===== src/rtl/quad_pkg.sv =====
// Shared types and helpers for the quadrature decoder: FSM states,
// phase encodings and the (prev, s) transition classifier.
package quad_pkg;

    typedef enum logic {
        INIT = 1'b0,
        RUN  = 1'b1
    } state_t;

    typedef enum logic [1:0] {
        NONE    = 2'd0,
        UP      = 2'd1,
        DOWN    = 2'd2,
        ILLEGAL = 2'd3
    } move_t;

    // Phase values are {a, b}; A leads B when counting up.
    localparam logic [1:0] PH_00 = 2'b00;
    localparam logic [1:0] PH_10 = 2'b10;
    localparam logic [1:0] PH_11 = 2'b11;
    localparam logic [1:0] PH_01 = 2'b01;

    function automatic move_t classify(input logic [1:0] prev, input logic [1:0] s);
        logic [1:0] fwd;
        logic [1:0] bwd;
        case (prev)
            PH_00:   begin fwd = PH_10; bwd = PH_01; end
            PH_10:   begin fwd = PH_11; bwd = PH_00; end
            PH_11:   begin fwd = PH_01; bwd = PH_10; end
            default: begin fwd = PH_00; bwd = PH_11; end
        endcase
        if (s == prev) begin
            return NONE;
        end else if (s == fwd) begin
            return UP;
        end else if (s == bwd) begin
            return DOWN;
        end else begin
            return ILLEGAL;
        end
    endfunction

endpackage


===== src/rtl/quad_sync.sv =====
// Single-bit metastability synchronizer: STAGES-deep flop chain, cleared
// to 0 by the asynchronous active-low reset.
module quad_sync #(
    parameter int STAGES = 2
) (
    input  logic clk,
    input  logic reset,
    input  logic d,
    output logic q
);

    logic [STAGES-1:0] sync_q;

    always_ff @(posedge clk or negedge reset) begin
        if (!reset) begin
            sync_q <= '0;
        end else begin
            sync_q <= {sync_q[STAGES-2:0], d};
        end
    end

    assign q = sync_q[STAGES-1];

endmodule


===== src/rtl/quad_decoder.sv =====
// x4 quadrature decoder with wrapping position count and step/error flags.
// Optional glitch filter compiled in with QUAD_GLITCH_FILTER_EN.
module quad_decoder
    import quad_pkg::*;
#(
    parameter int CNT_W       = 4,
    parameter int SYNC_STAGES = 2,
    parameter int FILT_CYCLES = 3
) (
    input  logic             clk,
    input  logic             reset,
    input  logic             a_in,
    input  logic             b_in,
    input  logic             clr,
    output logic [CNT_W-1:0] count,
    output logic             dir,
    output logic             step,
    output logic             err,
    output logic             err_sticky
);

    localparam int                INIT_W    = $clog2(SYNC_STAGES + 1);
    localparam logic [INIT_W-1:0] INIT_LAST = INIT_W'(SYNC_STAGES);

    function automatic logic [CNT_W-1:0] wrap_step(input logic [CNT_W-1:0] c, input logic up);
        return up ? c + CNT_W'(1) : c - CNT_W'(1);
    endfunction

    logic              a_s;
    logic              b_s;
    logic [1:0]        ph_p0;
    logic [1:0]        acc;
    logic [1:0]        prev_q;
    logic [1:0]        prev_d;
    state_t            state_q;
    state_t            state_d;
    logic [INIT_W-1:0] init_cnt_q;
    logic [INIT_W-1:0] init_cnt_d;
    move_t             mv;
    logic [CNT_W-1:0]  count_d;
    logic              dir_d;
    logic              step_d;
    logic              err_d;
    logic              sticky_d;

    // ---- stage p0: phase synchronizers ----
    quad_sync #(.STAGES(SYNC_STAGES)) u_sync_a (
        .clk   (clk),
        .reset (reset),
        .d     (a_in),
        .q     (a_s)
    );

    quad_sync #(.STAGES(SYNC_STAGES)) u_sync_b (
        .clk   (clk),
        .reset (reset),
        .d     (b_in),
        .q     (b_s)
    );

    assign ph_p0 = {a_s, b_s};

    // ---- stage p1: accepted sample ----
`ifdef QUAD_GLITCH_FILTER_EN
    localparam int                FILT_W   = $clog2(FILT_CYCLES + 1);
    localparam logic [FILT_W-1:0] FILT_MAX = FILT_W'(FILT_CYCLES);

    logic [1:0]        ph_d;
    logic [FILT_W-1:0] run_len_q;
    logic [FILT_W-1:0] run_len;
    logic [1:0]        acc_p1;

    always_comb begin
        run_len = run_len_q;
        if (ph_p0 != ph_d) begin
            run_len = FILT_W'(1);
        end else if (run_len_q < FILT_MAX) begin
            run_len = run_len_q + FILT_W'(1);
        end
    end

    // During INIT the filter is bypassed so prev and the accepted sample agree on entry to RUN.
    always_ff @(posedge clk or negedge reset) begin
        if (!reset) begin
            ph_d      <= '0;
            run_len_q <= '0;
            acc_p1    <= '0;
        end else begin
            ph_d      <= ph_p0;
            run_len_q <= run_len;
            if (state_q == INIT || run_len == FILT_MAX) begin
                acc_p1 <= ph_p0;
            end
        end
    end

    assign acc = acc_p1;
`else
    logic unused_filt;
    assign unused_filt = (FILT_CYCLES > 0);
    assign acc         = ph_p0;
`endif

    // ---- stage p2: decode, count and flags ----
    always_ff @(posedge clk or negedge reset) begin
        if (!reset) begin
            state_q    <= INIT;
            init_cnt_q <= '0;
        end else begin
            state_q    <= state_d;
            init_cnt_q <= init_cnt_d;
        end
    end

    always_comb begin
        state_d    = state_q;
        init_cnt_d = init_cnt_q;
        prev_d     = prev_q;
        count_d    = count;
        dir_d      = dir;
        step_d     = 1'b0;
        err_d      = 1'b0;
        sticky_d   = err_sticky;
        mv         = classify(prev_q, acc);

        case (state_q)
            INIT: begin
                if (init_cnt_q == INIT_LAST) begin
                    state_d = RUN;
                    prev_d  = acc;
                end else begin
                    init_cnt_d = init_cnt_q + 1'b1;
                end
            end
            RUN: begin
                prev_d = acc;
                case (mv)
                    UP: begin
                        count_d = wrap_step(count, 1'b1);
                        dir_d   = 1'b1;
                        step_d  = 1'b1;
                    end
                    DOWN: begin
                        count_d = wrap_step(count, 1'b0);
                        dir_d   = 1'b0;
                        step_d  = 1'b1;
                    end
                    ILLEGAL: begin
                        err_d    = 1'b1;
                        sticky_d = 1'b1;
                    end
                    default: begin
                    end
                endcase
            end
            default: state_d = INIT;
        endcase

        // Clear wins over a step, but an error in the same cycle still latches.
        if (clr) begin
            count_d = '0;
            if (!err_d) begin
                sticky_d = 1'b0;
            end
        end
    end

    always_ff @(posedge clk or negedge reset) begin
        if (!reset) begin
            prev_q     <= PH_00;
            count      <= '0;
            dir        <= 1'b0;
            step       <= 1'b0;
            err        <= 1'b0;
            err_sticky <= 1'b0;
        end else begin
            prev_q     <= prev_d;
            count      <= count_d;
            dir        <= dir_d;
            step       <= step_d;
            err        <= err_d;
            err_sticky <= sticky_d;
        end
    end

endmodule


===== config.mk =====
export PLATFORM = sky130hd
export DESIGN_NAME = quad_decoder
export DESIGN_NICKNAME = d
export VERILOG_FILES = /design/src/rtl/quad_pkg.sv /design/src/rtl/quad_sync.sv /design/src/rtl/quad_decoder.sv
export SDC_FILE = /design/constraint.sdc
export NUM_CORES = 1
export LEC_CHECK = 0
export CORE_UTILIZATION = 55
export CTS_CLUSTER_DIAMETER = 60
export DETAILED_ROUTE_END_ITERATION = 10
export GPL_TIMING_DRIVEN = 0
export PLACE_DENSITY = 0.85
export SLEW_MARGIN = 30
export SYNTH_ARGS = -nofsm -noshare
export SYNTH_HDL_FRONTEND = slang
export SYNTH_SLANG_ARGS = --single-unit

===== constraint.sdc =====
create_clock -name clk -period 4.8 [get_ports clk]
set_input_delay 0.72 -clock clk [delete_from_list [all_inputs] [get_ports clk]]
set_output_delay 0.72 -clock clk [all_outputs]
set_load 0.01 [all_outputs]

==> impl_metrics.env, run 1 <==
export IMPL_outcome="complete, no violations"
export IMPL_syn_inst=80
export IMPL_dieArea_um2=1710
export IMPL_fmax_mhz=448
export IMPL_ys_seq_area_frac=0.501
export IMPL_start_util=0.622
export IMPL_drc=0
export IMPL_cts_root_buf="clkbuf_4"
export IMPL_worst_ep_arrival_time_ns=2.44
export IMPL_vias_per_cell=5.58
export IMPL_max_slew_margin=0.502
export IMPL_cts_repair_resized=0
export IMPL_leakage_nw=0.482
export IMPL_synthArstFlopShare=1.00
export IMPL_ys_types=27
export IMPL_clkTransAtPathRegs_ns=0.11
export IMPL_nets=107
export IMPL_timing_final_crit_share=0.465
export IMPL_drive_above_1_share=0.115
export IMPL_crit_family="compound AO/OA/AOI/OAI gates"
export IMPL_synth_top_area_frac=0.501
export IMPL_nFillCells=104
export IMPL_crit_chain="buf_2 > nand2_1 > o21ai_0 > o21ai_0 > inv_1 > ha_1 > ha_1 > a31oi_1 > a22o_1 > nand2_1"
export IMPL_synth_area_um2=850
export IMPL_post_drt_wl_per_cell_um=13.5
export IMPL_slowest_delay_ns=0.37
export IMPL_hold_violations=0
export IMPL_cp_max_fo=9
export IMPL_startpoint_type="flop"
export IMPL_ys_ff_latch=17
export IMPL_ant_nets=0
export IMPL_cts_tree="built"
export IMPL_grt_pass1_wl_um=2370
export IMPL_detailed_place_hpwl_um=1070
export IMPL_ctsHoldBuffers=0
export IMPL_setup_viol=0
export IMPL_crit_path_end_kind="flop"
export IMPL_worst_pin_slew_ns=0.744
export IMPL_yosys_cell_count_top_type="dfrtp_1"
export IMPL_drv_cap=0
export IMPL_die_y_um=41.3
export IMPL_ys_warn_count=0
export IMPL_grt_pass1_vias=575
export IMPL_antenna_found_initial=0
export IMPL_numCtsBuffers=3
export IMPL_critPathBufInv=2
export IMPL_die_x_um=41.3
export IMPL_synth_area_leader_cell="dfrtp_1"
export IMPL_port_buffers=12
export IMPL_drt_wl_total_um=1500
export IMPL_h_tree_depth=1
export IMPL_final_min_clock_period_ns=2.23
export IMPL_syn_nets=90
export IMPL_power_density_nw_per_um2=332
export IMPL_rows=13
export IMPL_clock_path_buffers=2
export IMPL_final_util=0.744
export IMPL_track_usage=0.232
export IMPL_drv_slew=0
export IMPL_clkSinkCount=17
export IMPL_clock_latency_ns=0.31
export IMPL_antenna_cells=0
export IMPL_peakVddDrop_mv=0.246
export IMPL_grt_max_degree=18
export IMPL_drt_first_pass_iters=4
export IMPL_hold_class="flop to flop"
export IMPL_ys_flop_type="dfrtp_1"
export IMPL_gp_congestion=0.873
export IMPL_cp_data_required_time_ns=5.01
export IMPL_first_iter_violations=11
export IMPL_yosys_top_cells_area="dfrtp_1 (50%), ha_1 (7.4%), xor2_1 (5.2%)"
export IMPL_synth_edf_count=0
export IMPL_syn_to_final_growth_pct=19.6
export IMPL_post_cts_buffers=0
export IMPL_synth_commonest_cells="dfrtp_1 (17), nor2_1 (6)"
export IMPL_slowest_stage="dfrtp_1"
export IMPL_coreArea_um2=1370
export IMPL_avgSynthCellArea_um2=10.6
export IMPL_skew_ns=0.00617
export IMPL_gr_total_overflow=0
export IMPL_grt_setup_unrepaired="false"
export IMPL_io_pin_count=13
export IMPL_vias=619
export IMPL_tns_ns=0
export IMPL_critPathKind="flop to flop"
==> metal layers <==
layer	up-vias	GRT usage	wire length, um
met4	0	0.145	34
met2	16	0.422	771
li1	308	-	-
met3	5	0.0479	55
met1	290	0.241	642
met5	-	0	0
==> flip-flops by register name, summed over array words and instances (netlist names) <==
name and cells:
u_sync_b.sync_q 2, step 1, err_sticky 1, err 1
u_sync_a.sync_q 2, prev_q 2, init_cnt_q 2, state_q 1
count 4, dir 1
==> worst register-to-register path, stage by stage, from the launching register on <==
cell and delay (ns):
dfrtp_1 0.37, buf_2 0.18, nand2_1 0.07, o21ai_0 0.08, o21ai_0 0.24, inv_1 0.08
ha_1 0.28, ha_1 0.37, a31oi_1 0.25, a22o_1 0.17, nand2_1 0.04
==> cell type report <==
| class | instances | area (um^2) | area share |
|---|---|---|---|
| Inverter | 5 | 18.8 | 0.0185 |
| Sequential cell | 17 | 425 | 0.419 |
| Multi-Input combinational cell | 54 | 385 | 0.379 |
| Timing Repair Buffer | 12 | 120 | 0.118 |
| Tap cell | 15 | 18.8 | 0.0185 |
| Clock buffer | 3 | 22.5 | 0.0222 |
| Buffer | 4 | 20.0 | 0.0197 |
| Clock inverter | 1 | 5.00 | 0.00493 |
==> cells by family after synthesis <==
kind of cell	Yosys count	share of synthesized area
AOI/OAI and AO/OA	15	0.110
xor gates and xnor gates	7	0.0722
adders and majority gates	5	0.0736
and+or+nand+nor	21	0.124
muxes	6	0.0736
DFF	17	0.501
buffers and inverters	9	0.0457
==> stage by stage <==
step / instances / total power [mW] / instance area, um^2 / setup WS (ns) / hold slack, ns
6_report: 111 / 0.338 / 1020 / 2.57 / 0.365
5_1_grt: 111 / 0.356 / 1020 / 2.33 / 0.373
4_1_cts: 111 / 0.340 / 1020 / 2.60 / 0.361
3_5_place_dp: 107 / 0.258 / 988 / 2.62 / 0.337
3_3_place_gp: 107 / 0.254 / 988 / 2.69 / 0.332
2_1_floorplan: 80 / 0.219 / 850 / 2.82 / 0.331
==> worst paths after layout <==
kind / start / endpoint / slack, ns / depth (start not counted)
setup / recovery: prev_q[0] / count[3] / 2.57 / 10
hold / removal: u_sync_b.sync_q[0] / u_sync_b.sync_q[1] / 0.37 / 0
setup reg to reg: prev_q[0] / count[3] / 2.57 / 10
hold reg to reg: u_sync_b.sync_q[0] / u_sync_b.sync_q[1] / 0.37 / 0
max in group asynchronous: reset / u_sync_b.sync_q[1] / 3.49 / 1
min in group asynchronous: reset / count[3] / 0.84 / 1
==> where the power goes <==
group | switching (mW) | internal (mW)
combinational | 0.0429 | 0.0458
sequential | 0.0105 | 0.157
clock | 0.0502 | 0.0311
==> cells in the final DEF (no fill, tap or decap) <==
master and count:
a21o_1 2, a21oi_1 3, a22o_1 1, a31oi_1 2
and3_1 1, buf_2 4, clkbuf_4 3, clkdlybuf4s50_1 12
clkinv_2 1, dfrtp_1 17, ha_1 5, inv_1 5
mux2_2 2, mux2i_1 4, nand2_1 5, nand2_2 1
nand2b_1 1, nand3_1 1, nand4_1 1, nor2_1 6
nor2b_1 1, nor3_1 1, nor3b_1 2, o211ai_1 2
o21ai_0 3, o21ai_1 1, o21bai_1 1, or4_1 1
xnor2_1 2, xor2_1 5
No activity file was read; power rests on OpenSTA's default activity.
==> run 2, diff against run 1 <==
CORE_UTILIZATION = 51   (was 55)
PLACE_DENSITY = 0.8   (was 0.85)
clock period = 2.1 ns   (was 4.8 ns; I/O delays follow)
==> run 2 against run 1 <==
  * Clock power increased by 110%
  * Worst setup slack got worse by 2.5 ns
  * Utilization decreased by 2.5 points
  * Combinational power increased to 2.7 times the previous value
  * Largest cell class is now multi-input gates
==> impl_metrics.env, run 2 (synthesis results as in run 1) <==
export IMPL_grt_max_degree=18
export IMPL_cts_root_buf="clkbuf_4"
export IMPL_fin_ws_ns=0.102
export IMPL_drv_cap=0
export IMPL_dieArea_um2=1830
export IMPL_clkSinkCount=17
export IMPL_vias=614
export IMPL_vias_per_cell=5.43
export IMPL_grt_pass1_vias=572
export IMPL_cts_tree="built"
export IMPL_switching_share=0.296
export IMPL_ctsHoldBuffers=0
export IMPL_skew_ns=0.00917
export IMPL_tns_ns=0
export IMPL_ant_nets=0
export IMPL_cp_max_fo=7
export IMPL_track_usage=0.181
export IMPL_hold_class="flop to flop"
export IMPL_holdCritStartpoint="u_sync_b.sync_q[0]"
export IMPL_post_drt_wl_per_cell_um=13.7
export IMPL_timing_final_crit_share=0.951
export IMPL_numCtsBuffers=3
export IMPL_intPower_mw=0.560
export IMPL_syn_to_final_growth_pct=28.9
export IMPL_instances_no_fill=113
export IMPL_drt_first_pass_iters=3
export IMPL_die_y_um=42.8
export IMPL_clock_path_buffers=2
export IMPL_port_buffers=12
export IMPL_drt_wl_total_um=1550
export IMPL_setup_viol=0
export IMPL_antenna_cells=0
export IMPL_peakVddDrop_mv=0.565
export IMPL_startpoint_type="flop"
export IMPL_drv_slew=0
export IMPL_regMostFlops="count"
export IMPL_hold_violations=0
export IMPL_gp_congestion=0.731
export IMPL_cp_data_required_time_ns=2.33
export IMPL_h_tree_depth=1
export IMPL_mostFrequentLayoutCell="dfrtp_1"
export IMPL_crit_start="u_sync_b.sync_q[1]"
export IMPL_grt_setup_unrepaired="false"
export IMPL_die_x_um=42.8
export IMPL_min_path_cells=0
export IMPL_largest_reg_flops=4
export IMPL_clock_latency_ns=0.28
export IMPL_final_cell_mix="dfrtp_1 (17), clkdlybuf4s50_1 (12), nor2_1 (6)"
export IMPL_first_iter_violations=12
export IMPL_drc=0
export IMPL_critPathKind="flop to flop"
export IMPL_placed_cells=108
export IMPL_dp_slack_ns=-0.0807
export IMPL_reg2reg_depth=10
export IMPL_gr_total_overflow=0
export IMPL_drive_above_1_share=0.206
export IMPL_antenna_found_initial=0
export IMPL_worst_pin_slew_ns=0.758
export IMPL_timing_rr_start="u_sync_b.sync_q[1]"
export IMPL_io_pin_count=13
export IMPL_pwr_share_comb=0.300
export IMPL_fmax_mhz=501
export IMPL_leakage_nw=0.486
export IMPL_clkTransAtPathRegs_ns=0.10
export IMPL_coreArea_um2=1520
export IMPL_holdWs_ns=0.354
export IMPL_power_frac_clock=0.212
export IMPL_start_util=0.557
export IMPL_crit_path_end_kind="flop"
export IMPL_pwr_share_seq=0.488
export IMPL_outcome="complete, no violations"
export IMPL_switchingPower_mw=0.236
export IMPL_worst_ep_arrival_time_ns=2.23
export IMPL_final_min_clock_period_ns=2.00
export IMPL_nets=108
export IMPL_detailed_place_hpwl_um=1040
export IMPL_power_density_nw_per_um2=727
export IMPL_grt_pass1_wl_um=2400
export IMPL_max_slew_margin=0.493
export IMPL_rows=14
==> run 2: changes by cell type in the layout (fill, tap and decap cells not counted), moves of 2 or more <==
cell	previous run	this run
ha_1	5	1
buf_4	0	2
ha_2	0	2
ha_4	0	2
nor3b_1	2	0
nor3b_2	0	2
==> run 2: area by class of cell <==
type / count / area [um^2]
multi-input cells: 54 / 454
fillers: 112 / 429
flip-flops and latches: 17 / 425
repair buffers: 13 / 128
clock buffers: 4 / 26.3
plain buffers: 4 / 22.5
well taps: 16 / 20.0
inverters: 5 / 18.8
==> run 2: per-stage QoR <==
step	power [mW]	utilization	cell area, um^2
floorplan	0.500	-	850
global placement	0.582	0.649	990
detailed placement	0.593	0.649	990
CTS	0.768	0.671	1020
global route	0.849	0.718	1090
finish	0.796	0.718	1090
==> run 2: worst paths after layout <==
check | end | slack (ns)
min in group asynchronous | err | 0.47
setup reg to reg | count[3] | 0.10
hold reg to reg | u_sync_b.sync_q[1] | 0.35
setup / recovery | count[3] | 0.10
max in group asynchronous | init_cnt_q[0] | 1.15
hold / removal | u_sync_b.sync_q[1] | 0.35
==> run 2: power by group through the flow <==
stage / Sequential [mW] / Combinational, mW / Clock, mW
after floorplan: 0.399 / 0.101 / 0
after CTS: 0.381 / 0.208 / 0.179
after global routing: 0.392 / 0.260 / 0.197
final: 0.388 / 0.239 / 0.169
after global placement: 0.387 / 0.196 / 0
after detailed placement: 0.388 / 0.205 / 0
==> run 2: metal layers <==
metal | part of all wire | track usage | vias to the layer above
met1 | 0.42 | 0.223 | 291
met4 | 0.017 | 0.0938 | 0
met3 | 0.040 | 0.0468 | 4
li1 | - | - | 306
met2 | 0.52 | 0.288 | 13
met5 | 0 | 0 | -
==> run 2: worst max-delay path, stage by stage (launching register included) <==
cell,delay [ns]
dfrtp_1,0.36
buf_2,0.16
nand2_1,0.07
o21ai_0,0.07
o21ai_1,0.19
inv_1,0.11
ha_4,0.22
ha_4,0.30
nand4_1,0.15
a22o_1,0.27
nand2_1,0.05
==> run 2: what timing repair did <==
action                                 CTS  global route
pin swaps                                0             1
gates cloned                             0             0
buffers inserted                         0             1
endpoints found under the hold margin    0             0
gates resized for setup                  3            11
setup endpoints to repair                3             3
==> run 3, diff against run 2 <==
PLACE_DENSITY = 0.78   (was 0.8)
==> run 3 against run 2 <==
  * Routed wire length increased by 3.7%
  * Non-clock buffer count unchanged
  * Sequential power increased by 1%
  * Via count increased by 4.7%
  * Worst setup slack improved by 0.026 ns
  * Largest cell class unchanged
  * Highest routed layer unchanged
==> impl_metrics.env, run 3 (synthesis results as in run 1) <==
export IMPL_critPathKind="flop to flop"
export IMPL_dieArea_um2=1830
export IMPL_start_util=0.557
export IMPL_fmax_mhz=507
export IMPL_crit_family="compound AO/OA/AOI/OAI gates"
export IMPL_antenna_found_initial=0
export IMPL_critPathBufInv=2
export IMPL_clkTransAtPathRegs_ns=0.10
export IMPL_timing_final_crit_share=0.939
export IMPL_clkSinkCount=17
export IMPL_hold_violations=0
export IMPL_fin_ws_ns=0.128
export IMPL_h_tree_depth=1
export IMPL_numCtsBuffers=3
export IMPL_grt_pass1_vias=551
export IMPL_drive_above_1_share=0.196
export IMPL_regMostFlops="count"
export IMPL_hold_class="flop to flop"
export IMPL_leakage_nw=0.491
export IMPL_timing_rr_end="count[2]"
export IMPL_peakVddDrop_mv=0.519
export IMPL_tns_ns=0
export IMPL_report_power_total_mw=0.815
export IMPL_cts_tree="built"
export IMPL_mostFrequentLayoutCell="dfrtp_1"
export IMPL_post_drt_wl_per_cell_um=14.3
export IMPL_outcome="complete, no violations"
export IMPL_grt_setup_unrepaired="false"
export IMPL_dp_slack_ns=-0.0714
export IMPL_placed_area_um2=990
export IMPL_crit_chain="buf_6 > nand2_1 > o21ai_1 > o21ai_1 > inv_1 > ha_4 > xor2_4 > ha_4 > nor3b_2 > a21oi_1 > a21oi_1"
export IMPL_drt_wl_total_um=1610
export IMPL_grt_pass1_wl_um=2480
export IMPL_nets=108
export IMPL_drv_cap=0
export IMPL_worst_pin_slew_ns=0.769
export IMPL_grt_max_degree=18
export IMPL_slowest_delay_ns=0.38
export IMPL_final_cell_mix="dfrtp_1 (17), clkdlybuf4s50_1 (12), nor2_1 (6)"
export IMPL_syn_to_final_growth_pct=30.5
export IMPL_drt_first_pass_iters=5
export IMPL_clock_latency_ns=0.28
export IMPL_instances_no_fill=113
export IMPL_startpoint_type="flop"
export IMPL_coreArea_um2=1520
export IMPL_critPathCapture="count[2]"
export IMPL_slowest_stage="dfrtp_1"
export IMPL_min_path_cells=0
export IMPL_die_y_um=42.8
export IMPL_die_x_um=42.8
export IMPL_setup_viol=0
export IMPL_detailed_place_hpwl_um=1060
export IMPL_cts_root_buf="clkbuf_4"
export IMPL_final_min_clock_period_ns=1.97
export IMPL_crit_start="prev_q[0]"
export IMPL_cp_max_fo=9
export IMPL_holdWs_ns=0.357
export IMPL_final_util=0.727
export IMPL_crit_path_end_kind="flop"
export IMPL_clock_path_buffers=2
export IMPL_design_area_um2=1110
export IMPL_cp_data_required_time_ns=2.27
export IMPL_timing_rr_start="prev_q[0]"
export IMPL_drv_slew=0
export IMPL_first_iter_violations=5
export IMPL_skew_ns=0.00196
export IMPL_vias_per_cell=5.69
export IMPL_gr_total_overflow=0
export IMPL_worst_ep_arrival_time_ns=2.14
export IMPL_port_buffers=12
export IMPL_drc=0
export IMPL_r2r_slack_ns=0.13
export IMPL_placed_cells=108
export IMPL_io_pin_count=13
export IMPL_track_usage=0.189
export IMPL_ctsHoldBuffers=0
export IMPL_gp_congestion=0.747
export IMPL_antenna_cells=0
export IMPL_max_slew_margin=0.486
export IMPL_largest_reg_flops=4
export IMPL_vias=643
export IMPL_power_density_nw_per_um2=735
export IMPL_reg2reg_depth=11
export IMPL_ant_nets=0
export IMPL_path_depth=11
export IMPL_nFillCells=112
export IMPL_rows=14
-- run 3: how the worst min path moves through the flow --
| stage | start | to |
|---|---|---|
| CTS | u_sync_a.sync_q[0] | u_sync_a.sync_q[1] |
| floorplan | reset | count[0] |
| global placement | u_sync_b.sync_q[0] | u_sync_b.sync_q[1] |
| detailed placement | u_sync_a.sync_q[0] | u_sync_a.sync_q[1] |
| global route | u_sync_a.sync_q[0] | u_sync_a.sync_q[1] |
| finish | u_sync_a.sync_q[0] | u_sync_a.sync_q[1] |
-- run 3: final cells by class --
class                           count  area [um^2]  share of cell area
Buffer                              3         21.3              0.0192
Inverter                            5         18.8              0.0169
Clock buffer                        4         26.3              0.0237
Sequential cell                    17          425               0.384
Tap cell                           16         20.0              0.0181
Timing Repair Buffer               14          135               0.122
Multi-Input combinational cell     54          462               0.416
-- run 3: power breakdown --
group          switching (mW)  leakage, nW  internal [mW]
Sequential             0.0344        0.202          0.359
Combinational           0.115        0.275          0.135
Clock                  0.0986       0.0150         0.0738
-- run 3: layer usage --
metal,vias up,global-route usage,share of wire
met3,4,0.0426,0.049
li1,305,-,-
met1,311,0.251,0.43
met4,0,0.0688,0.016
met5,-,0,0
met2,23,0.300,0.50
-- run 3: worst reg2reg max path, cell delays in order (launching register included) --
cell	delay [ns]
dfrtp_1	0.38
buf_6	0.14
nand2_1	0.05
o21ai_1	0.06
o21ai_1	0.19
inv_1	0.11
ha_4	0.21
xor2_4	0.18
ha_4	0.18
nor3b_2	0.15
a21oi_1	0.13
a21oi_1	0.08
-- run 3: what timing repair did --
action / in CTS / in global routing
setup buffers: 0 / 2
gates cloned: 0 / 0
gates resized for setup: 6 / 10
setup endpoints to repair: 3 / 2
pin swaps: 0 / 2
==> patch: new RTL, flow settings as in run 2 <==
Remove the register `step`: a continuous assignment takes its place, so the output `step` follows one clock earlier. Comments in the files are not updated.
--- a/src/rtl/quad_decoder.sv
+++ b/src/rtl/quad_decoder.sv
@@ -172,3 +172,2 @@
             dir        <= 1'b0;
-            step       <= 1'b0;
             err        <= 1'b0;
@@ -179,3 +178,2 @@
             dir        <= dir_d;
-            step       <= step_d;
             err        <= err_d;
@@ -185,2 +183,4 @@
 
+    assign step = step_d;
+
 endmodule
Formal check against the unedited RTL: not equivalent (a bounded check fails within 4 cycles, from zero or initial values and one cycle with reset low).
==> patch against run 2 <==
Register-to-register slack lost 0.02 ns. Final area shrank 2.7%. Wire length grew 4.3%. Power shrank 4.9%. Via count shrank 0.81%. Setup slack lost 0.031 ns. Area after synthesis shrank 2.9%. Sequential cell count shrank 1.
==> patch: results (changes against run 2) <==
* Ys Warns at 0 (unchanged)
* Number of global-route vias before repair at 601 (was 572)
* Post-Route WL at 1620 um (was 1550 um)
* First-pass GRT wire length at 2540 um (was 2400 um)
* Worst Skew at 0.00578 ns (was 0.00917 ns)
* # fillers at 109 (was 112)
* XOR/XNOR Fraction of Synth Area at 0.0744 (was 0.0722)
* Cts bufs inserted at 3 (unchanged)
* Hpwl dp at 1030 um (was 1040 um)
* R2r worst-path depth at 11 (was 10)
* Clock transition at path regs at 0.08 ns (was 0.10 ns)
* Status: finished clean (unchanged)
* Post-synthesis mux area share at 0.0759 (was 0.0736)
* Top cells by count, synth: 16 x dfrtp_1, 6 x nor2_1 (was 17 x dfrtp_1, 6 x nor2_1)
* Dominant cells by area after synthesis: dfrtp_1 49%, ha_1 7.6%, xor2_1 5.3%, mux2i_1 4.9%, mux2_2 2.7% (was dfrtp_1 50%, ha_1 7.4%, xor2_1 5.2%, mux2i_1 4.7%, mux2_2 2.7%)
* Post-synthesis compound-gate area fraction at 0.114 (was 0.110)
* Total track usage at 0.192 (was 0.181)
* Final Net Count at 107 (was 108)
* Hold Crit Depth at 0 (unchanged)
* Syn avg cell area at 10.4 um2 (was 10.6 um2)
* Syn Nets at 89 (was 90)
* Adder-Cell Fraction of Synth Area at 0.0759 (was 0.0736)
* GP Congestion at 0.712 (was 0.731)
* Worst slew pin tran at 0.721 ns (was 0.758 ns)
* Post-Place Cells at 107 (was 108)
* Pleak at 0.479 nW (was 0.486 nW)
* Drt pass-1 iters at 4 (was 3)
* Peak VDD IR at 0.384 mV (was 0.565 mV)
* Area after DPL at 965 um2 (was 990 um2)
* Layout cell share with drive strength beyond 1 at 0.221 (was 0.206)
==> patch: layout make-up <==
type | instances | share of cell area
well taps | 16 | 0.0188
multi-input cells | 54 | 0.427
repair buffers | 13 | 0.115
flip-flops and latches | 16 | 0.376
plain buffers | 4 | 0.0247
clock buffers | 3 | 0.0212
inverters | 5 | 0.0176
==> patch: cells by family (layout without fill, tap and decap cells) <==
| kind of cell | Yosys count | count (layout) |
|---|---|---|
| flops | 16 | 16 |
| xor+xnor | 7 | 7 |
| buf+inv | 9 | 25 |
| simple gates | 21 | 21 |
| compound gates | 15 | 15 |
| fa+ha+maj | 5 | 5 |
| mux | 6 | 6 |
==> patch: timing repair <==
action | CTS | global route
gates resized for setup | 9 | 10
endpoints found under the hold margin | 0 | 0
pin swaps | 0 | 1
setup buffers | 0 | 1
setup endpoints to repair | 3 | 5
==> patch: final timing paths <==
check                                   startpoint                 end  slack, ns
worst max register to register  u_sync_b.sync_q[1]            count[2]       0.08
worst min-delay path            u_sync_b.sync_q[0]  u_sync_b.sync_q[1]       0.35
max in group asynchronous                    reset       init_cnt_q[1]       1.18
worst max-delay path                     prev_q[0]                step       0.07
min in group asynchronous                    reset                 dir       0.46
worst min register to register  u_sync_b.sync_q[0]  u_sync_b.sync_q[1]       0.35
==> patch: critical path, stage by stage (launching register included) <==
cell	delay, ns
dfrtp_1	0.34
buf_6	0.14
mux2i_1	0.19
nor2_1	0.05
a21o_1	0.20
ha_4	0.25
nor2b_2	0.13
buf_2	0.15
==> patch: per-layer routing <==
layer | share of wire | GRT usage | wire, um | up-vias
li1 | - | - | - | 301
met1 | 0.46 | 0.243 | 739 | 297
met5 | 0 | 0 | 0 | -
met4 | 0.0093 | 0.0938 | 15 | 0
met2 | 0.52 | 0.311 | 837 | 9
met3 | 0.017 | 0.0388 | 28 | 2
==> patch: where the power goes <==
group,switching (mW),internal [mW]
clock,0.0847,0.0663
sequential,0.0288,0.336
combinational,0.114,0.127
total,0.227,0.529
==> patch: through the flow <==
step            util  setup TNS [ns]  hold slack (ns)
2_1_floorplan      -               0           0.0194
3_3_place_gp   0.640          -0.152            0.332
3_5_place_dp   0.640          -0.249            0.335
4_1_cts        0.662        -0.00354            0.354
5_1_grt        0.707         -0.0822            0.370
6_report       0.707               0            0.353
